--- src/rtl/uart_to_frame_if.sv ---
// Byte-in / frame-out signal bundle between the UART receiver, the frame
// assembler and the DMA-SPI test logic.
interface uart_to_frame_if #(
  parameter int N_BYTES = 51
) ();
  localparam int W = N_BYTES * 8;

  logic [7:0]   DATA_in;
  logic         RX_VALID;
  logic [W-1:0] data_out;
  logic         RCV;
  logic         BUSY;
  logic         ERR_TO;
  logic [7:0]   byte_cnt;

  modport master (
    output DATA_in, RX_VALID,
    input  data_out, RCV, BUSY, ERR_TO, byte_cnt
  );

  modport slave (
    input  DATA_in, RX_VALID,
    output data_out, RCV, BUSY, ERR_TO, byte_cnt
  );
endinterface

--- src/rtl/uart_to_frame.sv ---
// Assembles UART bytes into one N_BYTES-wide frame (first byte in the MS byte),
// flags completion with RCV and drops partial frames on inter-byte timeout.
module uart_to_frame #(
  parameter int N_BYTES     = 51,
  parameter int TIMEOUT_CLK = 100000
) (
  input  logic           clk,
  input  logic           rst_n,
  uart_to_frame_if.slave bus
);
  localparam int W  = N_BYTES * 8;
  localparam bit TO_EN = (TIMEOUT_CLK > 0);
  localparam int TW = TO_EN ? $clog2(TIMEOUT_CLK + 1) : 1;
  localparam logic [TW-1:0] TO_LAST = TO_EN ? TW'(TIMEOUT_CLK - 1) : '0;
  localparam logic [TW-1:0] TO_SAT  = TO_EN ? TW'(TIMEOUT_CLK) : '0;
  localparam logic [7:0]    CNT_LAST = 8'(N_BYTES - 1);

  typedef enum logic {IDLE, COLLECT} state_t;

  state_t         state_reg, state_next;
  logic [W-1:0]   sr_reg, sr_next;
  logic [W-1:0]   data_out_reg, data_out_next;
  logic           rcv_reg, rcv_next;
  logic           err_reg, err_next;
  logic [7:0]     cnt_reg, cnt_next;
  logic [TW-1:0]  to_reg, to_next;
  logic [W-1:0]   shift_in;

  // A one-byte frame has no older bytes to keep, so the slice would be empty.
  generate
    if (N_BYTES == 1) begin : g_single
      assign shift_in = bus.DATA_in;
    end else begin : g_multi
      assign shift_in = {sr_reg[W-9:0], bus.DATA_in};
    end
  endgenerate

  always_ff @(posedge clk) begin
    if (!rst_n) begin
      state_reg    <= IDLE;
      sr_reg       <= '0;
      data_out_reg <= '0;
      rcv_reg      <= 1'b0;
      err_reg      <= 1'b0;
      cnt_reg      <= '0;
      to_reg       <= '0;
    end else begin
      state_reg    <= state_next;
      sr_reg       <= sr_next;
      data_out_reg <= data_out_next;
      rcv_reg      <= rcv_next;
      err_reg      <= err_next;
      cnt_reg      <= cnt_next;
      to_reg       <= to_next;
    end
  end

  always_comb begin
    state_next    = state_reg;
    sr_next       = sr_reg;
    data_out_next = data_out_reg;
    rcv_next      = 1'b0;
    err_next      = 1'b0;
    cnt_next      = cnt_reg;
    to_next       = '0;

    // An arriving byte always wins over a timeout expiring on the same clock.
    if (bus.RX_VALID) begin
      sr_next = shift_in;
      if (cnt_reg == CNT_LAST) begin
        data_out_next = shift_in;
        rcv_next      = 1'b1;
        cnt_next      = '0;
        state_next    = IDLE;
      end else begin
        cnt_next   = cnt_reg + 8'd1;
        state_next = COLLECT;
      end
    end else if (state_reg == COLLECT && TO_EN) begin
      if (to_reg == TO_LAST) begin
        err_next   = 1'b1;
        cnt_next   = '0;
        sr_next    = '0;
        state_next = IDLE;
      end else if (to_reg != TO_SAT) begin
        to_next = to_reg + 1'b1;
      end else begin
        to_next = to_reg;
      end
    end
  end

  assign bus.data_out = data_out_reg;
  assign bus.RCV      = rcv_reg;
  assign bus.ERR_TO   = err_reg;
  assign bus.BUSY     = (state_reg == COLLECT);
  assign bus.byte_cnt = cnt_reg;
endmodule
--- src/flat_wrapper.sv ---
// flat-port wrapper written by rule: the top's interface ports become plain ports
module uart_to_frame_flat 
#(
  parameter int N_BYTES     = 51,
  parameter int TIMEOUT_CLK = 100000
)
  (clk, rst_n, bus_DATA_in, bus_RX_VALID, bus_data_out, bus_RCV, bus_BUSY, bus_ERR_TO, bus_byte_cnt);
  uart_to_frame_if #(.N_BYTES(N_BYTES)) bus_i ();
  input  logic clk;
  input  logic rst_n;
  input wire logic [$bits(bus_i.DATA_in)-1:0] bus_DATA_in;
  input wire logic [$bits(bus_i.RX_VALID)-1:0] bus_RX_VALID;
  output wire logic [$bits(bus_i.data_out)-1:0] bus_data_out;
  output wire logic [$bits(bus_i.RCV)-1:0] bus_RCV;
  output wire logic [$bits(bus_i.BUSY)-1:0] bus_BUSY;
  output wire logic [$bits(bus_i.ERR_TO)-1:0] bus_ERR_TO;
  output wire logic [$bits(bus_i.byte_cnt)-1:0] bus_byte_cnt;
  assign bus_i.DATA_in = bus_DATA_in;
  assign bus_i.RX_VALID = bus_RX_VALID;
  assign bus_data_out = bus_i.data_out;
  assign bus_RCV = bus_i.RCV;
  assign bus_BUSY = bus_i.BUSY;
  assign bus_ERR_TO = bus_i.ERR_TO;
  assign bus_byte_cnt = bus_i.byte_cnt;
  uart_to_frame #(.N_BYTES(N_BYTES), .TIMEOUT_CLK(TIMEOUT_CLK)) u_core (.clk(clk), .rst_n(rst_n), .bus(bus_i));
endmodule
--- config.mk ---
export PLATFORM = sky130hd
export DESIGN_NAME = uart_to_frame_flat
export DESIGN_NICKNAME = d
export VERILOG_FILES = /design/src/rtl/uart_to_frame_if.sv /design/src/rtl/uart_to_frame.sv /design/src/flat_wrapper.sv
export SDC_FILE = /design/constraint.sdc
export NUM_CORES = 1
export LEC_CHECK = 0
export ABC_AREA = 1
export CAP_MARGIN = 5
export CELL_PAD_IN_SITES_DETAIL_PLACEMENT = 1
export CELL_PAD_IN_SITES_GLOBAL_PLACEMENT = 1
export CORE_MARGIN = 2
export CORE_UTILIZATION = 40
export CTS_CLUSTER_DIAMETER = 200
export DETAILED_ROUTE_END_ITERATION = 7
export PLACE_DENSITY_LB_ADDON = 0.05
export SETUP_SLACK_MARGIN = 0.02
export SLEW_MARGIN = 5
export SYNTH_ARGS = -nofsm -noshare
export SYNTH_HDL_FRONTEND = slang
export SYNTH_SLANG_ARGS = --single-unit
export TNS_END_PERCENT = 100
--- constraint.sdc ---
create_clock -name clk -period 2.4 [get_ports clk]
set_clock_uncertainty 0.2 [all_clocks]
set_input_delay 0.36 -clock clk [delete_from_list [all_inputs] [get_ports clk]]
set_output_delay 0.36 -clock clk [all_outputs]
set_load 0.05 [all_outputs]
### Word-level counts from Yosys, hierarchy flattened

Index checks and enable logic that the tools add are counted.

| word-level totals | value |
|---|---|
| register bits | 836 |
| input bits | 11 |
| output and inout bits | 419 |
| logic and storage cells | 34 |

| operators by class | value |
|---|---|
| add/subtract/negate cells | 2 |
| eq/ne operators | 3 |
| multiplexer cells | 13 |
| bitwise operators | 2 |
| reduce and logical (&&, ||, !) cells | 7 |

Operator list:

| operator | number |
|---|---|
| 2-to-1 mux 400 bit | 3 |
| 2-to-1 mux 8 bit | 4 |
| adder 17 x 1 -> 17 bit, second input constant | 1 |
| equality test 17 bit, second input constant | 1 |
| != test 17 bit, second input constant | 1 |
| adder 8 x 1 -> 8 bit, second input constant | 1 |
| equality test 8 x 6 -> 1 bit, second input constant | 1 |
| 2-to-1 mux 1 bit | 6 |
| AND reduction 2 bit | 3 |
| nonzero test 2 bit | 2 |
| OR reduction 4 bit | 1 |
| OR reduction 3 bit | 1 |
| NOT 1 bit | 2 |

### Logic depth before layout (Yosys ltp)

| depth | value |
|---|---|
| depth in word-level cells | 4 |
| gate-level depth with buffers | 11 |

### Worst setup path after synthesis

No wires, ideal clock.

| path | value |
|---|---|
| kind | register to register |
| start | register u_core.cnt_reg[0] (netlist: u_core.bus.byte_cnt[0]) |
| end | register u_core.data_out_reg[179] (netlist: u_core.bus.data_out[179]) |
| setup time | 114 ps |
| data arrival time | 1842 ps |
| path slack | 244 ps |
| cell stages (with the launch flop) | 12 |
| cell sequence | dfxtp_1 -> inv_1 -> ha_1 -> nand4_4 -> inv_2 -> buf_6 -> nand3_4 -> clkinv_2 -> buf_4 -> buf_4 -> nand2_1 -> nand2_1 |

| between the ends | value |
|---|---|
| longest elaborated chain between the ends | 2 |

Ends and longest elaborated chain:

| element | line | source |
|---|---|---|
| start, declared | uart_to_frame.sv:25 | `logic [7:0] cnt_reg, cnt_next;` |
| start signal, assigned | uart_to_frame.sv:53 | `cnt_reg <= cnt_next;` |
| equality test 8 x 6 -> 1 bit | uart_to_frame.sv:70 | `if (cnt_reg == CNT_LAST) begin` |
| AND reduction 2 bit (no line) | -- |  |
| end signal, assigned | uart_to_frame.sv:50 | `data_out_reg <= data_out_next;` |
| end, declared | uart_to_frame.sv:22 | `logic [W-1:0] data_out_reg, data_out_next;` |

No other way between the ends.
A chain may end at the register's enable or synchronous reset.

### Worst setup path in the final report

| path | value |
|---|---|
| start | register u_core.data_out_reg[126] (netlist: u_core.bus.data_out[126]) |
| end | output port bus_data_out[126] |

RTL lines:

| element | line | source |
|---|---|---|
| end, declared | flat_wrapper.sv:13 | `output wire logic [$bits(bus_i.data_out)-1:0] bus_data_out;` |

No word-level cell between the ends.

==> reports/metrics.csv <==
stage,metric,value,unit
floorplanning,site row count,101,
logic_synthesis,syn avg cell area,8.190,µm²
setup_path,critical-path cell list,clkdlybuf4s50_1,
layout,number of flip-flops in the largest register,408,
setup_path,Critical-path top delay cell,clkdlybuf4s50_1,
timing,WHS,163.8,ps
logic_synthesis,Post-Syn Instances,3767,
logic_synthesis,Post-Syn Area,0.03085,mm²
floorplanning,die area,0.07937,mm²
timing,Max-Slew Margin vs Limit,42.27,%
timing,Final Max Tran Viols,0,
floorplanning,I/O pin count,430,
grt,largest net degree at the start of global routing,146,
placed_design,GP Congestion,0.7602,
status,status,finished clean,
pwr,Cell Int Power,23.01,mW
clock_tree,"Reg clk slew, reported paths",60,ps
clock_tree,Max H-tree Level,3,
detailed_routing,Via Count,26731,
logic_synthesis,"area leader, netlist",dfxtp_1,
pwr,clock share of power,50.5,%
detailed_routing,via/cell ratio,5.182,
detailed_routing,WL/cell,19.01,µm
timing,# setup viols final,0,
setup_path,"Largest stage delay, worst path",810,ps
setup_path,Setup crit end kind,primary output,
job,Max Cap Viol,0,
setup_path,CP bufs+invs,1,
logic_synthesis,post-synthesis cell type count,31,
floorplanning,Die Ht,281.7,µm
layout,filler cell count,9093,
pwr,combinational power share,2.3,%
setup_path,Crit Path Category,reg2out,
grt,vias in the first global route,26697,
floorplanning,Initial Util,40.49,%
timing,unrepaired setup endpoints after global routing,false,
setup_path,Crit Reg-Reg Startpoint,u_core.to_reg[0],
detailed_routing,DRC viols,0,
logic_synthesis,Mapped Nets,3782,
timing,final worst path period share,97.78,%
clock_tree,CTS tree,yes,
pwr,worst ir drop on vdd,503.8,µV
clock_tree,deepest clock path buffer count,3,
layout,fin cells,5158,
clock_tree,Clock Latency Late Sink,640,ps
setup_path,CP arrival,1790,ps
clock_tree,clock tree sinks,836,
detailed_routing,Post-Route WL,98.05,mm
timing,final hold vios,0,
grt,initial antenna violation count,2,
layout,Finished Cell Area,0.03905,mm²
layout,Final #Nets,4069,
pwr,switching part of the total power,21.97,%
layout,P&R area growth vs syn,26.56,%
hold_path,worst min path class,in2reg,
placed_design,post-placement cell count,4990,
logic_synthesis,Synth Register Bits,836,
logic_synthesis,sequential area share after synthesis,54.24,%
pwr,NetSw,6.479,mW
setup_path,CP startpoint,u_core.bus.data_out[126],
clock_tree,clock root cell,clkbuf_16,
pwr,Pleak,17.61,nW
logic_synthesis,Synth area leaders,"dfxtp_1, nand2_1, nand3_1",
timing,setup TNS,0,ps
pwr,PwrDens,755.3,mW/mm²
logic_synthesis,Yosys warnings,0,
pwr,Total Power,29.49,mW
timing,fin crit period,2347,ps
layout,layout cells sized above 1,11.27,%
setup_path,"delay-heaviest family, CP",buffers and inverters,
floorplanning,core area,0.07620,mm²
setup_path,crit-path max FO,2,
setup_path,Worst setup SP type,register,
pwr,sequential share of power,47.2,%
clock_tree,CTS Buf Count,90,
hold_path,hold_sp,bus_DATA_in[4],
logic_synthesis,Synth top area share,54.24,%
detailed_routing,DRT iter0 DRCs,1566,
placed_design,Port Buf Inserts,429,
floorplanning,Die W,281.7,µm
timing,Slew @ Worst Pin,865.9,ps
detailed_routing,Routed Antenna Nets,0,
placed_design,detailed placement HPWL,63.06,mm
placed_design,dpl cell area,0.03601,mm²
grt,first-pass GRT wire length,152.9,mm
timing,Fmax achieved,426.1,MHz
detailed_routing,drt pass-1 iters,5,
grt,gr ovfl total,0,
grt,total track usage,24.00,%
setup_path,Crit path required time,1840,ps
-- Yosys cell counts --
master and n:
nor2_2 3, a21oi_2 1, nand3_4 1, clkinv_1 2
nand3_1 630, nand3_2 199, buf_6 27, ha_1 4
xnor2_1 2, or2_2 2, nand3b_1 1, nand4_4 1
nand2_1 1258, a21oi_1 421, inv_1 29, xor2_1 2
buf_1 43, dfxtp_1 836, nor3_1 5, buf_2 74
nand2_2 1, buf_4 25, inv_2 5, nor2_1 27
nor2_4 1, nand4_1 10, o21ai_0 7, o21bai_1 1
a21o_1 1, clkbuf_1 147, clkinv_2 1
-- final cells by class --
| type | count | area [µm²] | area share (%) |
|---|---|---|---|
| well taps | 1030 | 1289 | 3.300 |
| flip-flops and latches | 836 | 16740 | 42.86 |
| clock buffers | 130 | 2694 | 6.899 |
| inverters | 37 | 166.4 | 0.4262 |
| clock inverters | 35 | 499.2 | 1.279 |
| multi-input cells | 2578 | 12420 | 31.80 |
| diodes | 1 | 2.502 | 0.006409 |
| repair buffers | 511 | 5244 | 13.43 |
-- per-layer routing --
| layer | vias up | global-route usage [%] | share of wire, % |
|---|---|---|---|
| met2 | 463 | 40.57 | 48 |
| met1 | 13125 | 31.53 | 45 |
| met5 | - | 0 | 0 |
| li1 | 12996 | - | - |
| met3 | 147 | 3.439 | 3.9 |
| met4 | 0 | 7.747 | 2.9 |
-- worst reg2reg max path, cell delays in order (launching register included) --
cell     delay, ps
dfxtp_1        390
ha_1           190
nand2_1         90
inv_1           80
nand2_1         90
nor2_2         220
nand3_4        130
buf_12         170
buf_12         200
nand3_1        270
a21oi_1         70
-- worst paths after layout --
kind | endpoint | slack [ps] | cells after the start
min reg2reg | u_core.bus.data_out[403] | 260 | 2
max reg2reg | u_core.sr_reg[167] | 190 | 10
max | bus_data_out[126] | 50 | 1
min | u_core.sr_reg[4] | 160 | 3
-- cells in the final DEF, fill, tap and decap left out, types with 42 or more instances in the layout --
| master | n |
|---|---|
| buf_4 | 48 |
| nand2_1 | 1257 |
| dlygate4sd2_1 | 290 |
| dfxtp_1 | 836 |
| clkbuf_16 | 91 |
| nand3_2 | 198 |
| nand3_1 | 630 |
| clkdlybuf4s50_1 | 53 |
| dlymetal6s2s_1 | 71 |
| buf_12 | 42 |
| a21oi_1 | 421 |
-- power by group through the flow --
stage / Sequential [mW] / Combinational, mW / Clock [mW]
floorplan: 14.2 / 0.425 / 0
global placement: 14.2 / 0.700 / 0
detailed placement: 14.2 / 0.699 / 0
CTS: 13.9 / 0.704 / 15.2
global route: 13.9 / 0.751 / 15.8
finish: 13.9 / 0.692 / 14.9
-- stage by stage --
stage | setup slack (ps) | util [%]
after floorplan | 244.0 | -
after global placement | 181.8 | 47.25
after detailed placement | 107.1 | 47.25
after CTS | 20.30 | 50.99
after global routing | 20.08 | 51.24
final | 53.25 | 51.24
-- kinds of logic (layout without fill, tap and decap cells) --
group	after synthesis	count (layout)	synth area share [%]
simple gates	2139	2139	32.90
buf+inv	353	713	5.560
fa+ha+maj	4	4	0.1622
flops	836	836	54.24
xor+xnor	4	4	0.1136
compound gates	431	431	7.020
other cells	0	1	0
-- timing repair --
item / CTS / global route
endpoints found under the setup margin: 290 / 117
setup buffers: 0 / 0
cloned: 0 / 0
endpoints found under the hold margin: 23 / 0
hold buffers: 2 / 0
gates resized for setup: 290 / 74
No activity file was read; power rests on OpenSTA's default activity.
